<file path="src/rtl/caf_pkg.sv">
// Shared definitions for the CAF complex datapath: multiply mode encoding and
// width helpers used by both the RTL and the testbench.
package caf_pkg;

    typedef enum logic {
        MODE_MUL  = 1'b0,
        MODE_CONJ = 1'b1
    } cmult_mode_e;

    function automatic int clog2(input int value);
        int result;
        int remain;
        result = 0;
        remain = value - 1;
        while (remain > 0) begin
            result = result + 1;
            remain = remain >> 1;
        end
        return result;
    endfunction

    function automatic int prod_bits(input int x_bits, input int y_bits);
        return x_bits + y_bits + 1;
    endfunction

    function automatic int sum_bits(input int x_bits, input int y_bits, input int length);
        return prod_bits(x_bits, y_bits) + clog2(length);
    endfunction

endpackage

</file>
<file path="src/rtl/cmult_pip.sv">
// Two-stage pipelined complex multiplier: four real products, then the
// complex combine for x*y or x*conj(y). Valid, last and mode ride alongside.
module cmult_pip
    import caf_pkg::*;
#(
    parameter int X_BITS    = 8,
    parameter int Y_BITS    = 8,
    parameter int PROD_BITS = prod_bits(X_BITS, Y_BITS)
) (
    input  logic                 clk,
    input  logic                 reset,
    input  logic                 en,
    input  logic                 in_valid,
    input  logic                 in_last,
    input  logic                 in_mode,
    input  logic [X_BITS-1:0]    xi,
    input  logic [X_BITS-1:0]    xq,
    input  logic [Y_BITS-1:0]    yi,
    input  logic [Y_BITS-1:0]    yq,
    output logic                 out_valid,
    output logic                 out_last,
    output logic                 out_mode,
    output logic [PROD_BITS-1:0] re,
    output logic [PROD_BITS-1:0] im
);

    localparam int RAW_BITS = X_BITS + Y_BITS;

    logic                        s2_valid;
    logic                        s2_last;
    logic                        s2_mode;
    logic signed [RAW_BITS-1:0]  p_ii;
    logic signed [RAW_BITS-1:0]  p_qq;
    logic signed [RAW_BITS-1:0]  p_qi;
    logic signed [RAW_BITS-1:0]  p_iq;
    logic signed [PROD_BITS-1:0] ext_ii;
    logic signed [PROD_BITS-1:0] ext_qq;
    logic signed [PROD_BITS-1:0] ext_qi;
    logic signed [PROD_BITS-1:0] ext_iq;

    always_ff @(posedge clk or posedge reset) begin
        if (reset) begin
            s2_valid <= 1'b0;
            s2_last  <= 1'b0;
            s2_mode  <= 1'b0;
            p_ii     <= '0;
            p_qq     <= '0;
            p_qi     <= '0;
            p_iq     <= '0;
        end else if (en) begin
            s2_valid <= in_valid;
            s2_last  <= in_last;
            s2_mode  <= in_mode;
            p_ii     <= RAW_BITS'($signed(xi)) * RAW_BITS'($signed(yi));
            p_qq     <= RAW_BITS'($signed(xq)) * RAW_BITS'($signed(yq));
            p_qi     <= RAW_BITS'($signed(xq)) * RAW_BITS'($signed(yi));
            p_iq     <= RAW_BITS'($signed(xi)) * RAW_BITS'($signed(yq));
        end
    end

    // One guard bit so the sum/difference of two full-range products cannot wrap.
    assign ext_ii = PROD_BITS'(p_ii);
    assign ext_qq = PROD_BITS'(p_qq);
    assign ext_qi = PROD_BITS'(p_qi);
    assign ext_iq = PROD_BITS'(p_iq);

    always_ff @(posedge clk or posedge reset) begin
        if (reset) begin
            out_valid <= 1'b0;
            out_last  <= 1'b0;
            out_mode  <= 1'b0;
            re        <= '0;
            im        <= '0;
        end else if (en) begin
            out_valid <= s2_valid;
            out_last  <= s2_last;
            out_mode  <= s2_mode;
            if (s2_mode == MODE_CONJ) begin
                re <= ext_ii + ext_qq;
                im <= ext_qi - ext_iq;
            end else begin
                re <= ext_ii - ext_qq;
                im <= ext_qi + ext_iq;
            end
        end
    end

endmodule

</file>
<file path="src/rtl/cmac_acc_pip.sv">
// Pipelined complex multiply-accumulate: joins the x/y streams, counts LENGTH
// pairs per frame and emits one backpressured complex sum per frame.
module cmac_acc_pip
    import caf_pkg::*;
#(
    parameter int X_BITS    = 8,
    parameter int Y_BITS    = 8,
    parameter int LENGTH    = 4,
    parameter int PROD_BITS = prod_bits(X_BITS, Y_BITS),
    parameter int SUM_BITS  = sum_bits(X_BITS, Y_BITS, LENGTH)
) (
    input  logic                clk,
    input  logic                reset,
    input  logic                m_axis_x_tvalid,
    output logic                m_axis_x_tready,
    input  logic [X_BITS-1:0]   xi,
    input  logic [X_BITS-1:0]   xq,
    input  logic                m_axis_y_tvalid,
    output logic                m_axis_y_tready,
    input  logic [Y_BITS-1:0]   yi,
    input  logic [Y_BITS-1:0]   yq,
    input  logic                conj_y,
    input  logic                m_axis_product_tready,
    output logic                s_axis_product_tvalid,
    output logic [SUM_BITS-1:0] i,
    output logic [SUM_BITS-1:0] q
);

    localparam int CNT_BITS = (LENGTH > 1) ? clog2(LENGTH) : 1;
    localparam logic [CNT_BITS-1:0] LAST_CNT = CNT_BITS'(LENGTH - 1);

    logic                        stall;
    logic                        ready;
    logic                        enable;
    logic                        accept;
    logic                        pair_last;
    logic                        pair_mode;
    logic [CNT_BITS-1:0]         cnt;
    logic                        mode_latched;

    logic                        s1_valid;
    logic                        s1_last;
    logic                        s1_mode;
    logic [X_BITS-1:0]           s1_xi;
    logic [X_BITS-1:0]           s1_xq;
    logic [Y_BITS-1:0]           s1_yi;
    logic [Y_BITS-1:0]           s1_yq;

    logic                        s3_valid;
    logic                        s3_last;
    logic                        s3_mode;
    logic [PROD_BITS-1:0]        s3_re;
    logic [PROD_BITS-1:0]        s3_im;

    logic signed [SUM_BITS-1:0]  acc_i;
    logic signed [SUM_BITS-1:0]  acc_q;
    logic signed [SUM_BITS-1:0]  sum_i;
    logic signed [SUM_BITS-1:0]  sum_q;
    logic                        load_result;

    // Only a finished frame waiting behind an unconsumed result blocks the pipe.
    assign stall  = s_axis_product_tvalid & ~m_axis_product_tready & s3_valid & s3_last;
    assign ready  = ~reset & ~stall;
    assign enable = ~stall;
    assign m_axis_x_tready = ready;
    assign m_axis_y_tready = ready;

    assign accept    = m_axis_x_tvalid & m_axis_y_tvalid & ready;
    assign pair_last = (cnt == LAST_CNT);
    assign pair_mode = (cnt == '0) ? conj_y : mode_latched;

    always_ff @(posedge clk or posedge reset) begin
        if (reset) begin
            cnt          <= '0;
            mode_latched <= 1'b0;
        end else if (accept) begin
            cnt <= pair_last ? '0 : cnt + 1'b1;
            if (cnt == '0) begin
                mode_latched <= conj_y;
            end
        end
    end

    always_ff @(posedge clk or posedge reset) begin
        if (reset) begin
            s1_valid <= 1'b0;
            s1_last  <= 1'b0;
            s1_mode  <= 1'b0;
            s1_xi    <= '0;
            s1_xq    <= '0;
            s1_yi    <= '0;
            s1_yq    <= '0;
        end else if (enable) begin
            s1_valid <= accept;
            s1_last  <= pair_last;
            s1_mode  <= pair_mode;
            s1_xi    <= xi;
            s1_xq    <= xq;
            s1_yi    <= yi;
            s1_yq    <= yq;
        end
    end

    cmult_pip #(
        .X_BITS    (X_BITS),
        .Y_BITS    (Y_BITS),
        .PROD_BITS (PROD_BITS)
    ) u_cmult (
        .clk       (clk),
        .reset     (reset),
        .en        (enable),
        .in_valid  (s1_valid),
        .in_last   (s1_last),
        .in_mode   (s1_mode),
        .xi        (s1_xi),
        .xq        (s1_xq),
        .yi        (s1_yi),
        .yq        (s1_yq),
        .out_valid (s3_valid),
        .out_last  (s3_last),
        .out_mode  (s3_mode),
        .re        (s3_re),
        .im        (s3_im)
    );

    assign sum_i       = acc_i + SUM_BITS'($signed(s3_re));
    assign sum_q       = acc_q + SUM_BITS'($signed(s3_im));
    assign load_result = s3_valid & s3_last & enable;

    // A last product closes the frame: the result register takes acc+product and
    // the accumulator restarts at zero so the next frame follows without a gap.
    always_ff @(posedge clk or posedge reset) begin
        if (reset) begin
            acc_i                 <= '0;
            acc_q                 <= '0;
            i                     <= '0;
            q                     <= '0;
            s_axis_product_tvalid <= 1'b0;
        end else begin
            if (s3_valid && enable) begin
                if (s3_last) begin
                    i     <= sum_i;
                    q     <= sum_q;
                    acc_i <= '0;
                    acc_q <= '0;
                end else begin
                    acc_i <= sum_i;
                    acc_q <= sum_q;
                end
            end
            if (load_result) begin
                s_axis_product_tvalid <= 1'b1;
            end else if (m_axis_product_tready) begin
                s_axis_product_tvalid <= 1'b0;
            end
        end
    end

endmodule

</file>
<file path="config.mk">
export PLATFORM = sky130hd
export DESIGN_NAME = cmac_acc_pip
export DESIGN_NICKNAME = d
export VERILOG_FILES = /design/src/rtl/caf_pkg.sv /design/src/rtl/cmult_pip.sv /design/src/rtl/cmac_acc_pip.sv
export SDC_FILE = /design/constraint.sdc
export NUM_CORES = 1
export LEC_CHECK = 0
export BUFFER_PORTS_ARGS = -buffer_cell sky130_fd_sc_hd__buf_4
export CORE_MARGIN = 5
export CORE_UTILIZATION = 55
export CTS_CLUSTER_SIZE = 14
export DETAILED_ROUTE_END_ITERATION = 8
export MAX_ROUTING_LAYER = met4
export PLACE_DENSITY_LB_ADDON = 0.12
export SLEW_MARGIN = 40
export SYNTH_ARGS = -nofsm -noshare
export SYNTH_HDL_FRONTEND = slang
export SYNTH_SLANG_ARGS = --single-unit
</file>
<file path="constraint.sdc">
create_clock -name clk -period 10.61 [get_ports clk]
set_input_delay 1.5915 -clock clk [delete_from_list [all_inputs] [get_ports clk]]
set_output_delay 1.5915 -clock clk [all_outputs]
set_load 0.05 [all_outputs]
</file>
== Word-level counts from Yosys, hierarchy flattened ==
Index checks and enable logic that the tools add are counted.
Operators by class
  bitwise logic cells: 11
  multiply operators: 4
  equal/unequal tests: 1
  mux-type cells: 8
  reductions and logical operators: 4
  add/sub/neg operators: 7
Operators with widths (count)
  multiplier 8 x 8 -> 16 bit: 4
  adder 19 x 17 -> 19 bit: 2
  2-to-1 mux 19 bit: 2
  adder 16 x 16 -> 17 bit: 2
  2-to-1 mux 17 bit: 2
  subtractor 16 x 16 -> 17 bit: 2
  bitwise AND 1 bit: 8
  2-to-1 mux 1 bit: 3
  inverter 1 bit: 3
  adder 2 x 1 -> 2 bit (second input constant): 1
  == test 2 bit (second input constant): 1
  zero test 2 bit: 1
  2-to-1 mux 2 bit: 1
  AND reduction 2 bit: 1
  nonzero test 2 bit: 1
  logical AND 1 bit: 1
Word-level totals
  input bits: 38
  register bits: 218
  output and inout port bits: 41
  logic and storage cells: 60

== Longest topological paths before layout ==
  word-level depth: 7
  mapped depth: 19
  depth with buffers taken out: 18

== By module ==
From an unflattened synthesis, not the netlist that was laid out.
Second synthesis, totals
  cells, all modules: 2427
  area, all modules: 22545.4 um^2
By module, submodules not included
  cmult_pip: cells an instance 1765, instances 1, sequential area each 2602.5 um^2, area an instance 16314.4 um^2
  cmac_acc_pip: cells an instance 662, instances 1, sequential area each 2877.8 um^2, area an instance 6231.0 um^2

== Worst setup path before layout ==
No wires, ideal clock.
  path type: flip-flop to flip-flop
  start: register s1_yi[7]
  end: register u_cmult.p_ii[12]
  setup time: 0.095 ns
  cell stages (with the launch flop): 16
  required time: 10.515 ns
  buffers on the path: 1
  setup slack: 6.180 ns
  arrival: 4.335 ns
  clock period less this slack: 4.430 ns
  path through: dfrtp_1 > clkbuf_1 > nor2b_1 > fa_1 > fa_1 > fa_1 > inv_1 > fa_1 > inv_1 > ha_1 > a21boi_0 > o21ai_0 > a21boi_0 > o21a_1 > o21a_1 > o31ai_1
On the way
  word-level cells in the longest chain between the ends: 1
Ends and longest elaborated chain
  from (decl): RTL line cmac_acc_pip.sv:46  | logic [Y_BITS-1:0] s1_yi;
  from (signal assigned): RTL line cmac_acc_pip.sv:99  | s1_yi <= yi;
  multiplier 8 x 8 -> 16 bit: RTL line cmult_pip.sv:54  | p_ii <= RAW_BITS'($signed(xi)) * RAW_BITS'($signed(yi));
  to (signal assigned): RTL line cmult_pip.sv:54
  to (decl): RTL line cmult_pip.sv:32  | logic signed [RAW_BITS-1:0] p_ii;
No other way between the ends.
A chain may end at the register's enable or synchronous reset.

== Final worst setup path ==
  start: register s1_yi[7]
  end: register u_cmult.p_ii[14]
Same word-level chain as after synthesis.

==> metrics <==
multi-input logic area 14,790 um^2; total gr overflow 0; Max Clk Rate 201.8 MHz; NumNets Final 2,927; Max VDD drop 171.5 uV; gr usage total 0.2316; Starting DRT DRC Count 919; HP Start u_cmult.s2_last$_DFFE_PP0N_; CP arrival 5450 ps; Leak 11.75 nW; WP data required 11,110 ps; CP peak stage delay 840 ps; Site Rows 73; Vias/cell 5.366; reg2reg start s1_yi[7]$_DFFE_PP0N_; synth unique cells 78; Worst Setup SP s1_yi[7]$_DFFE_PP0N_; storage element area 5455 um^2; Post-CTS Hold Fix Bufs 0; setup TNS 0 ps; final cycle utilization of the critical path 0.4671; CP max FO 19; sequential share of the synthesized area 0.2488; crit path kind reg -> reg; Initial Util 0.5545; max_cap viols 0; final worst slack 5654 ps; outcome finished, final reports clean; clk buf depth 3; Chip Height 209.7 um; CORE AREA 39,550 um^2; PD cells 328.7 nW/um^2; CP Cell Sequence nand2b_1, fa_1, fa_1, inv_1, fa_1, inv_1, fa_1, inv_1, ha_1, o21ai_0, a21boi_0, o21ai_0, a21boi_0, o211ai_1, a21oi_1, nand3b_1; largest net degree at the start of global routing 104; RD Place Congestion 0.8616; Yosys top cell by area dfrtp_1; Post-synth EDFFs 0; Async SR Flop Fraction 1.000; total design power 0.007857 W; final worst path period need 4956 ps; worst reg2reg setup slack 5650 ps; clock-pin slew on the worst setup and hold paths 60 ps; WL/cell 15.90 um; Layout area overhead 9.015%; clock tree root buffer cell clkbuf_16; Synth Cell Area 21,930 um^2; DIE AREA 43,970 um^2; Clock H-tree levels 1; Routed WL 48,070 um; slowest stage cell on the critical path dfrtp_1; Slew Limit Fails 0; vias in the first global route 16,759; Resized Gates After CTS 0; Sink Count 218; post-DP HPWL 36,260 um; TritonCTS clock tree yes; Post-DP Area 22,920 um^2; Setup crit start kind flop; pre-CTS WS 5683 ps; first-pass GRT wire length 82,770 um; Mapped Nets 2,901; RSZ-0062 raised after global routing false; Worst Hold Class reg -> reg; Avg Cell Area, Syn 8.947 um^2; endpoints failing hold 0; DRC viols 0; fin area 23,910 um^2; Clock Skew 22.30 ps; top cells by count, synth 376 x nand2_1, 359 x inv_1, 224 x fa_1, 218 x dfrtp_1, 188 x ha_1; Buffers on Ports 78; Top FF cell, synth dfrtp_1; synth top area cells dfrtp_1 25%, fa_1 20%, ha_1 11%, nand2_1 6.4%, inv_1 6.1%; #FFs+latches synth 218; setup violators final 0; Clk Latency, worst-skew pair 570 ps; layout cell share with drive strength beyond 1 0.07526; Rel. slew slack 0.4770; antenna violations before repair 0; vias post-DR 16,222; DRT Pass-1 Iters 5; most common cell in the netlist nand2_1; Die W 209.7 um; Top Ports 79; antenna viol nets, final 0; FILL cells 3,453; share of the synthesized area in the top cell type 0.2488; Post-CTS Setup Inserts 0; warning count from the yosys run 0; Synth Instances 2,451; Slew @ Worst Pin 784.5 ps; most frequent CP cell fa_1; CP Capture Type flop; cts bufs inserted 28; antenna diode count 0
cells in the final DEF (no fill, tap or decap), drive strengths merged, types with 38 or more instances in the layout:
cell / n
nor2b: 38
and2: 174
nand2: 376
inv: 359
o21ai: 80
ha: 188
a21oi: 132
dfrtp: 218
xnor2: 86
xor2: 48
buf: 87
nor2: 109
fa: 224
power by group:
| part | switching [W] | internal [W] | leakage, nW |
|---|---|---|---|
| clock | 0.000393 | 0.000616 | 0.475 |
| combinational | 0.00298 | 0.00233 | 8.69 |
| sequential | 0.000320 | 0.00121 | 2.59 |
area by class of cell:
class / instances / area share
sequential: 218 / 0.2282
inverter: 359 / 0.05689
clock inverter: 17 / 0.008636
clock buffer: 34 / 0.03240
multi-input combinational: 1783 / 0.6186
timing repair buffer: 87 / 0.02779
tap: 525 / 0.02748
worst max-delay path: cells and delay by family (launching register included):
| kind | cells | cell delay, ps |
|---|---|---|
| adder cells (fa/ha/maj) | 5 | 2400 |
| AO/OA/AOI/OAI | 6 | 1200 |
| flip-flops | 1 | 840 |
| AND/OR/NAND/NOR | 2 | 290 |
| buffers and inverters | 3 | 140 |
logic make-up after synthesis:
kind of cell | share of synthesized area
compound gates | 0.1098
xor+xnor | 0.05460
fa+ha+maj | 0.3117
buf+inv | 0.07811
flops | 0.2488
mux | 0.009015
simple gates | 0.1880
worst paths after layout:
path | end | depth (start not counted)
setup / recovery | u_cmult.p_ii[14]$_DFFE_PP0N_ | 16
hold / removal | u_cmult.s2_last$_DFFE_PP0N_ | 2
setup reg to reg | u_cmult.p_ii[14]$_DFFE_PP0N_ | 16
hold reg to reg | u_cmult.s2_last$_DFFE_PP0N_ | 2
max in group asynchronous | u_cmult.p_qi[1]$_DFFE_PP0N_ | 3
min in group asynchronous | acc_q[11]$_DFFE_PP0P_ | 2
layer usage:
layer / up-vias / global-route usage / share of wire
li1: 7890 / - / -
met1: 7944 / 0.3194 / 0.47
met2: 316 / 0.3730 / 0.47
met3: 72 / 0.02571 / 0.043
met4: 0 / 0.05446 / 0.024
met5: - / - / 0
metrics by stage:
stage | util | std cells | hold WS [ps]
global route | 0.6045 | 3023 | 483.5
floorplan | - | 2451 | 430.0
detailed placement | 0.5795 | 2972 | 449.0
finish | 0.6045 | 3023 | 454.7
global placement | 0.5789 | 2972 | 443.0
CTS | 0.6043 | 3023 | 460.7
state kept, by name, summed over array words and instances (netlist names), 17 cells and up:
signal      cells
acc_i          19
acc_q          19
i              19
q              19
u_cmult.im     17
u_cmult.re     17
No activity file was read; power rests on OpenSTA's default activity.
